$ cat config.mk
export PLATFORM = sky130hd
export DESIGN_NAME = ws2812_frame_ctrl
export DESIGN_NICKNAME = d
export VERILOG_FILES = /design/src/rtl/ws2812_pkg.sv /design/src/rtl/ws2812_frame_ctrl.sv
export SDC_FILE = /design/constraint.sdc
export NUM_CORES = 1
export LEC_CHECK = 0
export ABC_AREA = 1
export BUFFER_PORTS_ARGS = -buffer_cell sky130_fd_sc_hd__buf_4
export CAP_MARGIN = 10
export CORE_ASPECT_RATIO = 1.2
export CORE_MARGIN = 2
export CORE_UTILIZATION = 44
export DETAILED_ROUTE_END_ITERATION = 10
export PLACE_DENSITY = 0.76
export SYNTH_ARGS = -nofsm -noshare
export SYNTH_HDL_FRONTEND = slang
export SYNTH_SLANG_ARGS = --single-unit
$ cat constraint.sdc
create_clock -name clk -period 1.8 [get_ports clk]
set_input_delay 0.54 -clock clk [delete_from_list [all_inputs] [get_ports clk]]
set_output_delay 0.54 -clock clk [all_outputs]
set_load 0.02 [all_outputs]
$ cat src/rtl/ws2812_pkg.sv
// Shared WS2812 constants and frame-sequencer state encoding.
package ws2812_pkg;

  localparam int BITS_PER_LED   = 24;
  // Must equal the encoder's T0H+T0L so pixel timing lines up.
  localparam int CYCLES_PER_BIT = 130;
  localparam int CYCLES_PER_LED = BITS_PER_LED * CYCLES_PER_BIT;

  typedef enum logic [1:0] {
    IDLE  = 2'd0,
    LOAD  = 2'd1,
    SEND  = 2'd2,
    LATCH = 2'd3
  } state_t;

endpackage

$ cat src/rtl/ws2812_frame_ctrl.sv
// Frame sequencer: streams NUM_LEDS GRB words from the colour buffer into the
// WS2812 encoder without gaps, then holds the line low for the latch period.
module ws2812_frame_ctrl
  import ws2812_pkg::*;
#(
  parameter int NUM_LEDS     = 64,
  parameter int ADDR_W       = 6,
  parameter int RESET_CYCLES = 6000
) (
  input  logic              clk,
  input  logic              rst,
  input  logic              frame_req,
  output logic              frame_busy,
  output logic              frame_done,
  output logic [ADDR_W-1:0] rd_addr,
  input  logic [23:0]       rd_data,
  output logic [23:0]       grb,
  output logic              enc_start,
  input  logic              enc_done
);

  localparam logic [ADDR_W-1:0] LAST_IDX  = ADDR_W'(NUM_LEDS - 1);
  localparam logic [15:0]       LCNT_INIT = 16'(RESET_CYCLES - 1);

  state_t            r_state, w_nxt_state;
  logic [ADDR_W-1:0] r_idx;
  logic [23:0]       r_nxt_pix;
  logic [23:0]       r_grb;
  logic [15:0]       r_lcnt;
  logic              r_start, r_busy, r_pend;
  logic              w_last, w_lat_end, w_go;

  assign w_last    = (r_idx == LAST_IDX);
  assign w_lat_end = (r_state == LATCH) && (r_lcnt == 16'd0);
  // A request landing on the final latch cycle restarts directly, like pending.
  assign w_go      = r_pend | frame_req;

  // Address is 0 outside SEND so rd_data already holds pixel 0 during LOAD.
  assign rd_addr    = (r_state == SEND && !w_last) ? r_idx + ADDR_W'(1) : '0;
  assign grb        = r_grb;
  assign enc_start  = r_start;
  assign frame_busy = r_busy;
  assign frame_done = w_lat_end;

  // State register.
  always_ff @(posedge clk or negedge rst) begin
    if (!rst) r_state <= IDLE;
    else      r_state <= w_nxt_state;
  end

  // Next-state logic.
  always_comb begin
    w_nxt_state = r_state;
    case (r_state)
      IDLE:  if (frame_req) w_nxt_state = LOAD;
      LOAD:  w_nxt_state = SEND;
      SEND:  if (enc_done && w_last) w_nxt_state = LATCH;
      LATCH: if (r_lcnt == 16'd0) w_nxt_state = w_go ? LOAD : IDLE;
      default: w_nxt_state = IDLE;
    endcase
  end

  // Pixel index, prefetch, encoder handshake and latch countdown.
  always_ff @(posedge clk or negedge rst) begin
    if (!rst) begin
      r_idx     <= '0;
      r_nxt_pix <= '0;
      r_grb     <= '0;
      r_lcnt    <= '0;
      r_start   <= 1'b0;
      r_busy    <= 1'b0;
    end else begin
      case (r_state)
        IDLE: begin
          if (frame_req) begin
            r_idx  <= '0;
            r_busy <= 1'b1;
          end
        end
        LOAD: begin
          r_grb   <= rd_data;
          r_start <= 1'b1;
        end
        SEND: begin
          r_nxt_pix <= rd_data;
          // grb may only move on a pixel boundary; encoder samples it every cycle.
          if (enc_done) begin
            if (!w_last) begin
              r_grb <= r_nxt_pix;
              r_idx <= r_idx + ADDR_W'(1);
            end else begin
              r_start <= 1'b0;
              r_lcnt  <= LCNT_INIT;
            end
          end
        end
        LATCH: begin
          if (r_lcnt != 16'd0) r_lcnt <= r_lcnt - 16'd1;
          else if (w_go)       r_idx  <= '0;
          else                 r_busy <= 1'b0;
        end
        default: ;
      endcase
    end
  end

  // One-deep request queue while a frame is in flight.
  always_ff @(posedge clk or negedge rst) begin
    if (!rst)                      r_pend <= 1'b0;
    else if (w_lat_end)            r_pend <= 1'b0;
    else if (frame_req && r_busy)  r_pend <= 1'b1;
  end

endmodule
Word level (Yosys, flattened, before mapping):

Cells that the tools add are included.

* flip-flop bits (word level): 75
* logic and storage cells: 72

* multiplexer cells: 28
* bitwise gates (word level): 1
* reductions and logical operators: 19
* equality and inequality tests: 14
* add/subtract/negate cells: 2

Operators with widths (count)
* 16-bit 2-to-1 mux: 3
* 24-bit 2-to-1 mux: 2
* 24-bit case mux with 2 select lines: 1
* 6-bit 2-to-1 mux: 6
* 16-bit case mux with 2 select lines: 1
* 6-bit case mux with 3 select lines: 1
* 16-bit logical NOT: 1
* 16-bit nonzero test: 1
* 16-bit by 1-bit subtractor with 16-bit output (second input constant): 1
* 2-bit != test (second input constant): 7
* 3-bit AND reduction: 3
* 1-bit 2-to-1 mux: 8
* 2-bit case mux with 4 select lines: 1
* 4-bit AND reduction: 2
* 2-bit nonzero test: 4
* 6-bit by 1-bit adder with 6-bit output (second input constant): 1
* 6-bit == test (second input constant): 1
* 2-bit 2-to-1 mux: 3
* 2-bit by 1-bit != test with 1-bit output (second input constant): 3
* 6-bit AND reduction: 1
* 2-bit == test (second input constant): 2
* 1-bit logical AND: 4
* 1-bit case mux with 2 select lines: 2
* 3-bit nonzero test: 1
* other kinds (4): 4

Longest topological paths before layout:

Gate-level depths: netlist of the first run.

* word-level depth: 4
* mapped depth: 11

Least setup slack after synthesis of the first run:

No wires, ideal clock.

* path kind: reg2out
* from: register r_state[0]
* to: output frame_done
* cell stages (with the launch flop): 5
* arrival: 1.651 ns
* path buffers: 1
* setup slack: -0.391 ns
* cells stage by stage: dfrtp_1 -> ha_1 -> inv_2 -> clkbuf_1 -> nor4_1

* cells in the longest elaborated chain, start to end: 2

Ends and longest elaborated chain
* start, declared: line ws2812_frame_ctrl.sv:25 `state_t r_state, w_nxt_state;`
* start signal, assigned: line ws2812_frame_ctrl.sv:48 `else r_state <= w_nxt_state;`
* 2-bit == test: line ws2812_frame_ctrl.sv:34 `assign w_lat_end = (r_state == LATCH) && (r_lcnt == 16'd0);`
* 1-bit logical AND: line ws2812_frame_ctrl.sv:34
* end, declared: line ws2812_frame_ctrl.sv:14 `output logic frame_done,`

No other way between the ends.

Worst setup path after layout of the first run:

* from: register r_idx[1]
* to: output rd_addr[1]

* cells in the longest elaborated chain, start to end: 4
* elaborated cells between the ends (all ways): 5

Ends and longest elaborated chain
* start, declared: line ws2812_frame_ctrl.sv:26 `logic [ADDR_W-1:0] r_idx;`
* start signal, assigned: line ws2812_frame_ctrl.sv:90 `r_idx <= r_idx + ADDR_W'(1);`
* parallel branches: the longest is 3 deep, another holds 6-bit by 1-bit adder with 6-bit output
* 6-bit 2-to-1 mux *: line ws2812_frame_ctrl.sv:39 `assign rd_addr = (r_state == SEND && !w_last) ? r_idx + ADDR_W'(1) : '0;`
* end, declared: line ws2812_frame_ctrl.sv:15 `output logic [ADDR_W-1:0] rd_addr,`

Every way passes the cells marked *.

==> results of run 1 <==
[power by group]
group	internal, W	total, W	switching [W]
Combinational	0.00245	0.00570	0.00325
Sequential	0.00242	0.00287	0.000445
Clock	0.000708	0.00131	0.000600
[state kept, by name, summed over array words and instances (netlist names)]
| signal | cells |
|---|---|
| grb | 24 |
| r_nxt_pix | 24 |
| r_lcnt | 16 |
| r_idx | 6 |
| r_state | 2 |
| enc_start | 1 |
| frame_busy | 1 |
| r_pend | 1 |
[cell families (layout without fill, tap and decap cells)]
family	count (synthesis)	count (layout)
AOI/OAI and AO/OA	93	94
xor gates and xnor gates	1	1
adders and majority gates	7	7
buffers and inverters	99	200
DFF	75	75
and+or+nand+nor	262	263
[layout make-up]
cell class	count	share of cell area (%)
clock buffer	13	2.93
clock inverter	2	0.646
inverter	79	5.61
timing repair buffer	106	17.5
multi-input combinational	365	35.9
sequential	75	34.6
tap	120	2.77
[path summary, 6_finish.rpt]
check / from / endpoint / slack (ns) / depth (start not counted)
setup / recovery: r_idx[1] / rd_addr[1] / -0.34 / 7
hold / removal: rst / grb[6] / 0.07 / 1
setup reg to reg: r_idx[1] / grb[23] / -0.03 / 11
hold reg to reg: r_nxt_pix[11] / r_nxt_pix[11] / 0.49 / 2
max in group asynchronous: rst / r_lcnt[12] / 1.18 / 2
min in group clk: enc_done / enc_start / 0.40 / 2
[placed cells by master (no fill, tap or decap), drive strengths merged, types with 2 or more instances in the layout]
master	Yosys	final
nand2	181	181
buf	10	103
o21ai	88	88
inv	79	79
dfrtp	75	75
nor2	41	41
nand3	29	30
clkbuf	10	16
ha	7	7
nand3b	4	4
a21oi	3	4
or2	3	3
nand4	2	2
[metal layers]
metal | track usage (%) | vias up | routed length, um
li1 | - | 1876 | -
met1 | 24.9 | 1816 | 4290
met2 | 34.3 | 82 | 5390
met3 | 3.83 | 20 | 429
met4 | 9.74 | 0 | 229
met5 | 0 | - | 0
[stage by stage]
stage          setup slack [ns]  cell area (um^2)  hold WS, ns
6_report                 -0.337              5420       0.0679
2_1_floorplan           -0.0197              4040        0.244
4_1_cts                  -0.307              5160       0.0642
3_5_place_dp            -0.0326              4810        0.451
5_1_grt                  -0.406              5420       0.0779
3_3_place_gp            -0.0239              4810        0.447
[repair_timing]
action,CTS,global route
resized for setup,38,25
endpoints found under the setup margin,7,46
gates cloned,0,6
setup buffers,4,5
pin swaps,11,13
==> impl_metrics.toml, run 1 <==
[status]
status = "finished, violations left"
violations = "negative setup slack"

[power]
p_total_w = 0.00987
leakage_nw = 2.68
p_per_area_nw_per_um2 = 1820
vdd_drop_max_mv = 0.932

[global_route]
globalRouteOverflowTotal = 0
grt_pass1_wl_um = 16000
grt_max_degree = 49
grt_usage_pct = 20.2
antenna_found_initial = 0
grt_pass1_vias = 3545

[sta]
hold_viol = 0
drv_slew = 0
relSlewSlack_pct = 75.2
setup_slack_ns = -0.337
rsz0062_at_grt = "true"
fin_crit_ns = 2.14
fin_crit_sh_pct = 119
clock-skew-final_ns = 0.00663
fmax_ghz = 0.468
setup_tns_ns = -2.28
setup_viol = 23
worst-slew-pin-transition_ns = 0.370

[floorplan]
io_pins = 61
start_util_pct = 44.5
die_h_um = 108
core_um2 = 8940
die_area_um2 = 9830
dieWidth_um = 90.8
rows = 38

[cts]
clk_path_buf_depth = 2
cts_buffers = 9
htreeDepth = 3
cts_tree = "built"
clk_pin_slew_ns = 0.07
root_buffer = "clkbuf_8"
ctsHoldBuffers = 0
cts.sinks = 75
clock_latency_ns = 0.36

[critical_path]
critical_path.top_delay_family = "simple AND/OR/NAND/NOR gates"
crit_chain = "ha_2 -> nand2_2 -> nor2_4 -> nand3_4 -> inv_6 -> nor2_4 -> buf_6"
cp_num_buf_inv = 2
cp_data_required_time_ns = 1.26
critPathLaunchType = "flop"
cpPeakStageDelay_ns = 0.39
critPathMaxFanout = 3
arrival_ns = 1.60
end_kind = "output port"
path_common_cell = "nor2_4"
critPathKind = "reg2out"
crit_slowest_cell = "dfrtp_1"

[synthesis]
synthAdderAreaFrac_pct = 2.20
yosysMostFrequentCell = "nand2_1"
synth_cells = 537
synth-simple-area-share_pct = 28.1
synth-edff-count = 0
avgSynthCellArea_um2 = 7.41
yosys.area_share.xor_xnor_pct = 0.220
synth_top_area_cell = "dfrtp_1"
synth_top_area_share_pct = 47.1
synth_nets = 572
seq_area_frac_synth_pct = 47.1
synth.area.top_cells = "dfrtp_1 (47%), nand2_1 (16%), inv_1 (7.0%)"
async_flop_share_pct = 100
synth_top_family_by_area = "simple AND/OR/NAND/NOR gates"
ys_types = 28
yosysWarnings = 0
synth-compound-area-share_pct = 12.2
synth_flop_cell = "dfrtp_1"
synth_area_um2 = 3980
ys_ff_latch = 75
muxShareOfSynthArea_pct = 0
synth_common_cells = "nand2_1 (174), dfrtp_1 (75), inv_1 (74)"

[flow_run]
timing.max_cap.violations = 0

[route]
drcViolationCount = 0
ant_nets = 0
drt_wl_total_um = 10300
wl_per_cell_um = 13.6
first_pass_iters = 4
drt_iter0_markers = 157
vias = 3794
viasPerCell = 4.99

[layout]
nNetsFinal = 671
nFillCells = 767
drive_gt1_share_pct = 28.4
area_growth_pct = 36.2
multi_input_area_um2 = 1940
final_cell_count_no_fill = 760
diodes = 0
area.sequential_um2 = 1880
fin_util_pct = 60.7

[hold_path]
holdCritPathClass = "in2async"

[placement]
dp_cells = 730
dp.final_hpwl_um = 6470
port-buffer-count = 60
gp_congestion = 0.859
Note: power is estimated with default switching activity, not from simulation.
==> run 2, diff against run 1 <==
--- a/config.mk
+++ b/config.mk
@@ -12,7 +12,7 @@
 export CORE_MARGIN = 2
 export CORE_UTILIZATION = 44
 export DETAILED_ROUTE_END_ITERATION = 10
-export PLACE_DENSITY = 0.76
+export PLACE_DENSITY = 0.73
 export SYNTH_ARGS = -nofsm -noshare
 export SYNTH_HDL_FRONTEND = slang
 export SYNTH_SLANG_ARGS = --single-unit
==> constraint.sdc (replaced) <==
create_clock -name clk -period 2.3 [get_ports clk]
set_input_delay 0.69 -clock clk [delete_from_list [all_inputs] [get_ports clk]]
set_output_delay 0.69 -clock clk [all_outputs]
set_load 0.02 [all_outputs]
==> run 2 against run 1 <==
Effect of this change:
- the run now ends clean
- wire length fell by 16%
- first-iteration DRC count rose by 61%
- power down 28%
- hold slack improved by 0.21 ns
- sequential share of layout area is 2.6 points higher
- via count shrank 5.7%
- global-route usage fell by 1.3 points
- clock-buffer cell count fell by 2
- largest power group unchanged
- sequential power fell by 21%
- die area unchanged
- non-clock buffer count fell by 24
==> impl_metrics.toml, run 2 (synthesis gave the netlist of run 1 again) <==
[floorplan]
start_util_pct = 44.5
rows = 38
die_h_um = 108
die_area_um2 = 9830
io_pins = 61
dieWidth_um = 90.8
core_um2 = 8940

[global_route]
globalRouteOverflowTotal = 0
grt_usage_pct = 18.8
antenna_found_initial = 0
grt_pass1_wl_um = 15100
grt_max_degree = 52
grt_pass1_vias = 3430

[cts]
cts.sinks = 75
clk_pin_slew_ns = 0.09
clock_latency_ns = 0.36
cts_tree = "built"
htreeDepth = 3
cts_buffers = 9
clk_path_buf_depth = 2
root_buffer = "clkbuf_8"

[status]
status = "finished clean"

[power]
p_total_w = 0.00707
switching_share_pct = 42.9
p_switching_w = 0.00303
clkPwrFrac_pct = 18.3
leakage_nw = 2.54
vdd_drop_max_mv = 0.627
seqPwrFrac_pct = 32.1
p_int_w = 0.00404
p_comb_share_pct = 49.5
p_per_area_nw_per_um2 = 1400

[layout]
area_growth_pct = 27.2
nNetsFinal = 645
final_cell_mix = "nand2_1 (172), buf_4 (77), inv_1 (70), dfrtp_1 (69), o21ai_1 (46)"
drive_gt1_share_pct = 23.4
nFillCells = 816
diodes = 0
final_common_cell = "nand2_1"

[critical_path]
critPathMaxFanout = 6
cp_data_required_time_ns = 1.61
reg2regPathDepth = 8
regToRegStartpoint = "r_state[1]"
arrival_ns = 1.55
crit_start = "r_lcnt[12]"
critPathLaunchType = "flop"
crit_path_end = "frame_done"
regToRegSetupSlack_ns = 0.33
end_kind = "output port"
r2r_end = "grb[23]"
critPathKind = "reg2out"

[sta]
fin_crit_sh_pct = 97.3
rsz0062_at_grt = "true"
hold_viol = 0
fmax_ghz = 0.447
fin_crit_ns = 2.24
relSlewSlack_pct = 69.3
hold_ws_ns = 0.280
drv_slew = 0
clock-skew-final_ns = 0.0150
setup_viol = 0
worst-slew-pin-transition_ns = 0.460

[route]
wl_met1_um = 3860
drt_wl_total_um = 8700
route.top_layer_used = "met4"
vias = 3579
drcViolationCount = 0
dr_wl_met2_um = 4330
wl_met3_um = 411
ant_nets = 0
first_pass_iters = 5
viasPerCell = 4.87
wl_per_cell_um = 11.8
drt_iter0_markers = 252

[flow_run]
timing.max_cap.violations = 0

[placement]
port-buffer-count = 60
dp.final_hpwl_um = 5810
gp_congestion = 0.890

[hold_path]
holdCritPathClass = "in2async"
run 2: timing repair:
action	in CTS	in global routing
endpoints found under the setup margin	7	6
pin swaps	4	9
gates resized for setup	13	23
endpoints found under the hold margin	0	0
hold buffers	0	0
setup buffers	9	4
run 2: worst min path at each step:
stage,from,slack (ns),end
after floorplan,rst,0.39,enc_start
after global placement,r_lcnt[0],0.46,r_lcnt[0]
after detailed placement,r_lcnt[0],0.47,r_lcnt[0]
after CTS,rst,0.28,enc_start
after global routing,rst,0.29,grb[8]
final,rst,0.28,enc_start
run 2: stage by stage:
stage | instance area [um^2] | util [%] | instances | TNS [ns] | setup WS [ns]
final | 5060 | 56.7 | 735 | 0 | 0.0632
after floorplan | 3990 | - | 537 | 0 | 0.0425
after CTS | 4950 | 55.4 | 731 | -0.0920 | -0.0920
after global placement | 4580 | 51.2 | 706 | 0 | 0.292
after detailed placement | 4580 | 51.2 | 706 | 0 | 0.267
after global routing | 5060 | 56.7 | 735 | -0.135 | -0.0343
run 2: worst max-delay path, cell delays in order (launching register included):
cell and delay, ns:
dfrtp_2 0.44, nor2_1 0.16, nand2_1 0.13, nor4_4 0.28, buf_4 0.18
run 2: power groups by stage:
stage          Clock (W)  Sequential, W  Combinational, W
3_3_place_gp           0        0.00225           0.00316
4_1_cts          0.00133        0.00225           0.00341
2_1_floorplan          0        0.00247           0.00213
5_1_grt          0.00137        0.00234           0.00396
3_5_place_dp           0        0.00227           0.00324
6_report         0.00130        0.00227           0.00350
run 2: final cells by class:
type / count / area [um^2] / area share, %
repair buffers: 82 / 652 / 12.9
clock inverters: 5 / 108 / 2.12
clock buffers: 11 / 151 / 2.99
multi-input cells: 363 / 1820 / 36.0
well taps: 120 / 150 / 2.96
inverters: 79 / 297 / 5.85
flip-flops and latches: 75 / 1880 / 37.2
run 2: per-layer routing:
metal	up-vias	GRT usage (%)
li1	1812	-
met1	1674	23.1
met2	86	32.7
met3	7	4.60
met4	0	6.71
met5	-	0
